**src/rtl/serial_complementor_if.sv**
```systemverilog
// Operand/result bundle for serial_complementor; one instance per unit.
// A request is taken on any rising edge where start=1 and busy=0 (a and mode sampled then); done is a one-cycle pulse carrying a new w/ovf, and start held during done chains the next request with no idle cycle.
interface serial_complementor_if #(
  parameter int WIDTH = 8
);
  logic             start;
  logic [1:0]       mode;
  logic [WIDTH-1:0] a;
  logic [WIDTH-1:0] w;
  logic             busy;
  logic             done;
  logic             ovf;
  logic [1:0]       state_dbg;

  modport master (
    output start, mode, a,
    input  w, busy, done, ovf, state_dbg
  );

  modport slave (
    input  start, mode, a,
    output w, busy, done, ovf, state_dbg
  );
endinterface

```
**src/rtl/serial_complementor.sv**
```systemverilog
// Digit-serial two's-complement unit: pass, negate, abs and ones' complement,
// DIGIT bits per clock using a carried "seen-a-one" flag.
module serial_complementor #(
  parameter int WIDTH = 8,
  parameter int DIGIT = 1
) (
  input  logic                 clk,
  input  logic                 rst,
  serial_complementor_if.slave bus
);
  localparam int N  = WIDTH / DIGIT;
  localparam int CW = (N > 1) ? $clog2(N) : 1;
  localparam logic [CW-1:0]    LAST     = CW'(N - 1);
  localparam logic [1:0]       M_NEG    = 2'b01;
  localparam logic [1:0]       M_ABS    = 2'b10;
  localparam logic [1:0]       M_ONES   = 2'b11;
  localparam logic [WIDTH-1:0] MOST_NEG = {1'b1, {(WIDTH-1){1'b0}}};

  typedef enum logic [1:0] {
    S_IDLE = 2'd0,
    S_RUN  = 2'd1,
    S_DONE = 2'd2
  } state_t;

  state_t           state_q, state_d;
  logic [WIDTH-1:0] opnd_q, opnd_d;
  logic [WIDTH-1:0] res_q, res_d;
  logic [WIDTH-1:0] w_q, w_d;
  logic [1:0]       mode_q, mode_d;
  logic [CW-1:0]    cnt_q, cnt_d;
  logic             flag_q, flag_d;
  logic             sign_q, sign_d;
  logic             mneg_q, mneg_d;
  logic             ovf_q, ovf_d;

  logic                   neg_eff;
  logic                   ripple;
  logic [DIGIT-1:0]       out_dig;
  logic [WIDTH+DIGIT-1:0] res_shift;

  // Abs behaves as negate only for negative operands, otherwise as pass.
  assign neg_eff = (mode_q == M_NEG) || ((mode_q == M_ABS) && sign_q);

  always_comb begin
    ripple  = flag_q;
    out_dig = '0;
    for (int i = 0; i < DIGIT; i++) begin
      if (neg_eff) begin
        out_dig[i] = opnd_q[i] ^ ripple;
        ripple     = ripple | opnd_q[i];
      end else if (mode_q == M_ONES) begin
        out_dig[i] = ~opnd_q[i];
      end else begin
        out_dig[i] = opnd_q[i];
      end
    end
    res_shift = {out_dig, res_q} >> DIGIT;
  end

  always_comb begin
    state_d = state_q;
    opnd_d  = opnd_q;
    res_d   = res_q;
    w_d     = w_q;
    mode_d  = mode_q;
    cnt_d   = cnt_q;
    flag_d  = flag_q;
    sign_d  = sign_q;
    mneg_d  = mneg_q;
    ovf_d   = ovf_q;
    case (state_q)
      S_IDLE, S_DONE: begin
        if (bus.start) begin
          opnd_d  = bus.a;
          mode_d  = bus.mode;
          flag_d  = 1'b0;
          cnt_d   = '0;
          sign_d  = bus.a[WIDTH-1];
          mneg_d  = (bus.a == MOST_NEG);
          state_d = S_RUN;
        end else if (state_q == S_DONE) begin
          state_d = S_IDLE;
        end
      end
      S_RUN: begin
        opnd_d = opnd_q >> DIGIT;
        res_d  = res_shift[WIDTH-1:0];
        flag_d = ripple;
        cnt_d  = cnt_q + 1'b1;
        if (cnt_q == LAST) begin
          state_d = S_DONE;
          cnt_d   = '0;
          w_d     = res_shift[WIDTH-1:0];
          ovf_d   = mneg_q && ((mode_q == M_NEG) || (mode_q == M_ABS));
        end
      end
      default: state_d = S_IDLE;
    endcase
  end

  always_ff @(posedge clk or posedge rst) begin
    if (rst) begin
      state_q <= S_IDLE;
      opnd_q  <= '0;
      res_q   <= '0;
      w_q     <= '0;
      mode_q  <= '0;
      cnt_q   <= '0;
      flag_q  <= 1'b0;
      sign_q  <= 1'b0;
      mneg_q  <= 1'b0;
      ovf_q   <= 1'b0;
    end else begin
      state_q <= state_d;
      opnd_q  <= opnd_d;
      res_q   <= res_d;
      w_q     <= w_d;
      mode_q  <= mode_d;
      cnt_q   <= cnt_d;
      flag_q  <= flag_d;
      sign_q  <= sign_d;
      mneg_q  <= mneg_d;
      ovf_q   <= ovf_d;
    end
  end

  assign bus.w         = w_q;
  assign bus.ovf       = ovf_q;
  assign bus.busy      = (state_q == S_RUN);
  assign bus.done      = (state_q == S_DONE);
  assign bus.state_dbg = state_q;
endmodule

```
**src/flat_wrapper.sv**
```systemverilog
// flat-port wrapper written by rule: the top's interface ports become plain ports
module serial_complementor_flat 
#(
  parameter int WIDTH = 8,
  parameter int DIGIT = 1
)
  (clk, rst, bus_start, bus_mode, bus_a, bus_w, bus_busy, bus_done, bus_ovf, bus_state_dbg);
  serial_complementor_if #(.WIDTH(WIDTH)) bus_i ();
  input  logic clk;
  input  logic rst;
  input wire logic [$bits(bus_i.start)-1:0] bus_start;
  input wire logic [$bits(bus_i.mode)-1:0] bus_mode;
  input wire logic [$bits(bus_i.a)-1:0] bus_a;
  output wire logic [$bits(bus_i.w)-1:0] bus_w;
  output wire logic [$bits(bus_i.busy)-1:0] bus_busy;
  output wire logic [$bits(bus_i.done)-1:0] bus_done;
  output wire logic [$bits(bus_i.ovf)-1:0] bus_ovf;
  output wire logic [$bits(bus_i.state_dbg)-1:0] bus_state_dbg;
  assign bus_i.start = bus_start;
  assign bus_i.mode = bus_mode;
  assign bus_i.a = bus_a;
  assign bus_w = bus_i.w;
  assign bus_busy = bus_i.busy;
  assign bus_done = bus_i.done;
  assign bus_ovf = bus_i.ovf;
  assign bus_state_dbg = bus_i.state_dbg;
  serial_complementor #(.WIDTH(WIDTH), .DIGIT(DIGIT)) u_core (.clk(clk), .rst(rst), .bus(bus_i));
endmodule
```
**config.mk**
```make
export PLATFORM = sky130hd
export DESIGN_NAME = serial_complementor_flat
export DESIGN_NICKNAME = d
export VERILOG_FILES = /design/src/rtl/serial_complementor_if.sv /design/src/rtl/serial_complementor.sv /design/src/flat_wrapper.sv
export SDC_FILE = /design/constraint.sdc
export NUM_CORES = 1
export LEC_CHECK = 0
export CORE_MARGIN = 3
export CORE_UTILIZATION = 40
export DETAILED_ROUTE_END_ITERATION = 10
export GPL_TIMING_DRIVEN = 0
export SETUP_SLACK_MARGIN = 0.4
export SLEW_MARGIN = 5
export SYNTH_ARGS = -nofsm -noshare
export SYNTH_HDL_FRONTEND = slang
export SYNTH_SLANG_ARGS = --single-unit
```
**constraint.sdc**
```tcl
create_clock -name clk -period 1.75 [get_ports clk]
set_clock_uncertainty 0.1 [all_clocks]
set_input_delay 0.2625 -clock clk [delete_from_list [all_inputs] [get_ports clk]]
set_output_delay 0.2625 -clock clk [all_outputs]
set_load 0.01 [all_outputs]
```
# Word level (Yosys, flattened, before mapping)
# Index checks and enable logic that the tools add are counted.
# W data, S select, Z words.
[word_totals]
reg_bits = 35
out_inout_bits = 13
[classes]
n_addsub = 1
n_eq_ne = 11
muxes = 14
n_bitwise = 3
n_reduce_logical = 12
[ops]
columns = ["operator", "count"]
rows = [
  ["$pmux W8 S2", 1],
  ["$eq A8 B8 Y1 const B", 1],
  ["$mux W8", 1],
  ["$reduce_and A2 Y1", 4],
  ["$eq A2 B2 Y1 const B", 3],
  ["$mux W2", 3],
  ["$mux W3", 2],
  ["$pmux W3 S2", 1],
  ["$eq A2 B1 Y1 const B", 2],
  ["$mux W1", 4],
  ["$ne A2 B1 Y1 const B", 2],
  ["$pmux W2 S2", 1],
  ["$add A3 B1 Y3 const B", 1],
  ["$eq A3 B3 Y1 const B", 1],
  ["$ne A3 B3 Y1 const B", 1],
  ["$reduce_and A3 Y1", 1],
  ["$logic_and A1 B1 Y1", 2],
  ["$logic_not A2 Y1", 1],
  ["$logic_or A1 B1 Y1", 2],
  ["$ne A2 B2 Y1 const B", 1],
  ["$pmux W1 S2", 1],
  ["$reduce_bool A2 Y1", 1],
  ["$reduce_or A2 Y1", 1],
  ["$not A1 Y1", 1],
  ["2 further kinds", 2],
]

# Longest topological paths before layout
[logic_depth]
word_depth = 5
depth_mapped = 6
depth_no_buf = 5

# Worst setup path before layout
# No wires, ideal clock.
[synth_path]
path_kind = "register -> register"
from = "reg u_core.cnt_q[0]"
to = "reg u_core.w_q[0], in the netlist u_core.bus.w[0]"
setup_ns = 0.125
t_arrival_ns = 1.314
t_required_ns = 1.525
setup_slack_ns = 0.211
stages_incl_launch_ff = 6
n_path_buf = 1
cell_sequence = "dfrtp_1 > ha_1 > ha_1 > nand3b_2 > buf_6 > mux2_4"
[synth_via]
elab_chain_len = 2
[synth_lines]
columns = ["item", "line", "source"]
rows = [
  ["from (decl)", "serial_complementor.sv:30", "logic [CW-1:0] cnt_q, cnt_d;"],
  ["from (signal assigned)", "serial_complementor.sv:119", "cnt_q <= cnt_d;"],
  ["$eq A3 B3 Y1", "serial_complementor.sv:90", "if (cnt_q == LAST) begin"],
  ["$reduce_and A2 Y1 (no source line)", "--", ""],
  ["to (signal assigned)", "serial_complementor.sv:117", "w_q <= w_d;"],
  ["to (decl)", "serial_complementor.sv:28", "logic [WIDTH-1:0] w_q, w_d;"],
]
# Every way passes these cells.
# A chain may end at the register's enable or synchronous reset.

# Worst setup path in the final report
[layout_path]
from = "reg u_core.state_q[0], in the netlist u_core.bus.state_dbg[0]"
to = "out bus_done"
[layout_via]
elab_chain_len = 1
[layout_lines]
columns = ["item", "line", "source"]
rows = [
  ["from (decl)", "serial_complementor.sv:25", "state_t state_q, state_d;"],
  ["from (signal assigned)", "serial_complementor.sv:114", "state_q <= state_d;"],
  ["$eq A2 B2 Y1", "serial_complementor.sv:130", "assign bus.done = (state_q == S_DONE);"],
  ["to (decl)", "flat_wrapper.sv:16", "output wire logic [$bits(bus_i.done)-1:0] bus_done;"],
]
# Every way passes these cells.

==> impl_results.md <==
* Seq cells post-synth at 34
* Core ar. at around 3500 µm²
* Pwr per Cell Area at 1720 nW/µm²
* Synth area leader: dfrtp_1
* Post-DP HPWL at 2.02 mm
* Routed wire length at 3.38 mm
* Remaining DRCs at 0
* DR pass1 iterations at 4
* Number of global-route vias before repair at between 1,000 and 1,500
* Min-Delay Path Class: input pin to async pin
* Startpoint Class: flop
* Clock power frac at 15.6%
* Net Sw Frac at between 30% and 40%
* Share of layout cells above drive strength 1 at 36.4%
* Largest net degree at the start of global routing at 35
* Area of the mapped netlist at 1510 µm²
* Total of max-cap violations at 0
* Max clock buf depth at 2
* Clock tree root driver cell: clkbuf_8
* Slew @ Worst Pin at between 0.7 and 0.8 ns
* Status: finished clean
* Synth top area share at 56.2%
* Die W at 67.5 µm
* Critical path, cell by cell: buf_6 > buf_6 > and2b_1 > buf_2
* Routability congestion estimate at between 0.7 and 0.8
* Slew Viols, Final at 0
* CTS sink count at 34
* Most frequent CP cell: buf_6
* First-pass GRT wire length at 5.42 mm
* Final net count at 213
* Antenna cells at 0
* Via Count at 1,185
* Synth Net Count at 161
* Die height at 67.5 µm
* Post-Syn Instances at 142
* Initial core utilization at 43.3%
* Slowest cell on crit path: dfrtp_2
* Via-to-Cell Ratio at 4.92
* Finish-stage setup viols at 0
* Post-synth ARST share at 100%
* Final Non-Filler Cells at about 240
* Max incr delay on CP at ~0.42 ns
* Flop pwr share at 35.6%
* I/O pins at 26
* Design area at between 2000 and 2500 µm²
* H-tree levels at 2
* Final worst-path cycle share at between 90% and 100%
* Skew-Pair Late Insertion Delay at 0.28 ns
* WL per Instance at 14.0 µm
* Placed instance count at 213
* Post-synthesis cell type count at 30
* Clock Pin Slew Worst Setup and Hold Paths at roughly 0.07 ns
* Top cells by area, synth: dfrtp_1 (56%), nand2_1 (10%), ha_1 (5.0%), mux2_4 (5.0%), a31oi_1 (2.9%)
* 1st-iter DRT viols at 39
* Hold buffers post-CTS at 0
* EDFF count, synth at 0
* Post-synthesis sequential area ratio at 56.2%
* Unrepaired setup endpoints after global routing: yes
* Commonest cells after routing, fill and taps aside: nand2_1 (33), dfrtp_1 (33), buf_6 (16)
* Worst Setup End Kind: output port
* Final worst slack at 0.168 ns
* Most used DFF post-synth: dfrtp_1
* Crit path from: u_core.bus.state_dbg[0]
* Total CTS buffers at 5
* Pre-CTS WS at -0.187 ns
* Comb pwr share at 48.8%
* Final hold vios at 0
* CTS tree: built
* Initial antenna violation count at 0
* Worst r2r src: u_core.bus.state_dbg[0]
* NetSw at roughly 1400 µW
* CP Max Fanout at 2
* Total internal power at 2500 µW
* Area Overhead vs Synth at 48.6%
* Setup CP Type: flop to output port
* Port Buffers at 25
* Leak at roughly 0.0011 µW
* Synth warn at 0
* Die area at about 4600 µm²
* Gr usage total at between 10% and 20%
* Placed Area at 1850 µm²
* Tmin final at about 1.6 ns
* Rel. slew slack at 51.3%
* Post-DRT Antenna Nets at 0
* VDD IR max at 0.918 mV
* Fmax at 632 MHz
* Site Rows at 21
* Mapped Avg Cell Area at 10.7 µm²
* GRT Residual Overflow at 0
* CP arrival at 1.22 ns
* Critical path data required time at 1.39 ns
synthesized netlist by cell type (all sizes together) (3+ instances only):
master / n
nor2: 8
mux2: 7
a22o: 3
nand2: 42
ha: 6
o21ai: 6
nand2b: 3
buf: 6
a31oi: 7
inv: 7
dfrtp: 34
per-stage QoR:
stage                     power (µW)  utilization (%)  hold WS, ns  setup TNS [ns]
after global placement          2810             52.9        0.363           -5.10
after floorplan                 2340                -        0.268               0
after CTS                       3660             59.9        0.376               0
final                           3870             64.3        0.346               0
after global routing            4190             64.3        0.411               0
after detailed placement        2860             52.9        0.374           -6.36
flip-flops by register name, summed over array words and instances, names as in the netlist:
register / flops
u_core.bus.w: 8
u_core.opnd_q: 8
u_core.res_q: 7
u_core.cnt_q: 3
u_core.bus.state_dbg: 2
u_core.mode_q: 2
u_core.bus.ovf: 1
u_core.flag_q: 1
u_core.mneg_q: 1
u_core.sign_q: 1
cell families (layout without fill, tap and decap cells):
kind of cell / after synthesis / count (layout) / synth area share [%]
compound gates: 20 / 20 / 8.44
xor+xnor: 1 / 1 / 0.579
fa+ha+maj: 6 / 6 / 4.96
buf+inv: 13 / 66 / 5.05
flops: 34 / 34 / 56.2
mux: 8 / 8 / 7.11
simple gates: 60 / 60 / 17.6
what timing repair did:
item | in CTS | in global routing
setup buffers | 12 | 5
cloned | 1 | 2
pin swaps | 2 | 13
resized for setup | 40 | 31
setup endpoints to repair | 68 | 29
area by class of cell:
class	instances	area (µm²)
Fill cell	276	1250
Sequential cell	34	852
Multi-Input combinational cell	95	674
Timing Repair Buffer	45	463
Clock buffer	6	82.6
Buffer	6	68.8
Tap cell	46	57.6
Inverter	7	37.5
Clock inverter	2	12.5
power groups by stage:
stage	logic, µW	clock network, µW	registers [µW]
floorplan	939	0	1400
global placement	1420	0	1390
detailed placement	1460	0	1400
CTS	1660	622	1370
global route	2100	659	1430
finish	1890	604	1380
worst paths after layout:
path,end,slack (ns),cells past startpoint
min,u_core.opnd_q[1],0.35,2
max,bus_done,0.17,4
min in group clk,u_core.res_q[1],0.38,2
max reg2reg,u_core.bus.w[2],0.21,6
min reg2reg,u_core.res_q[1],0.38,2
max in group asynchronous,u_core.bus.state_dbg[0],0.76,2
worst max-delay path, delay by kind of cell (launching register included):
family / cells / cell delay [ns]
buffers and inverters: 3 / 0.35
DFF: 1 / 0.42
and+or+nand+nor: 1 / 0.17
routing by layer:
metal,share of wire (%),up-vias,global-route usage [%]
li1,-,577,-
met1,46,579,19.6
met2,49,27,27.1
met3,5.1,2,5.16
met4,0.38,0,3.80
met5,0,-,0
(Power assumes the default switching activity.)
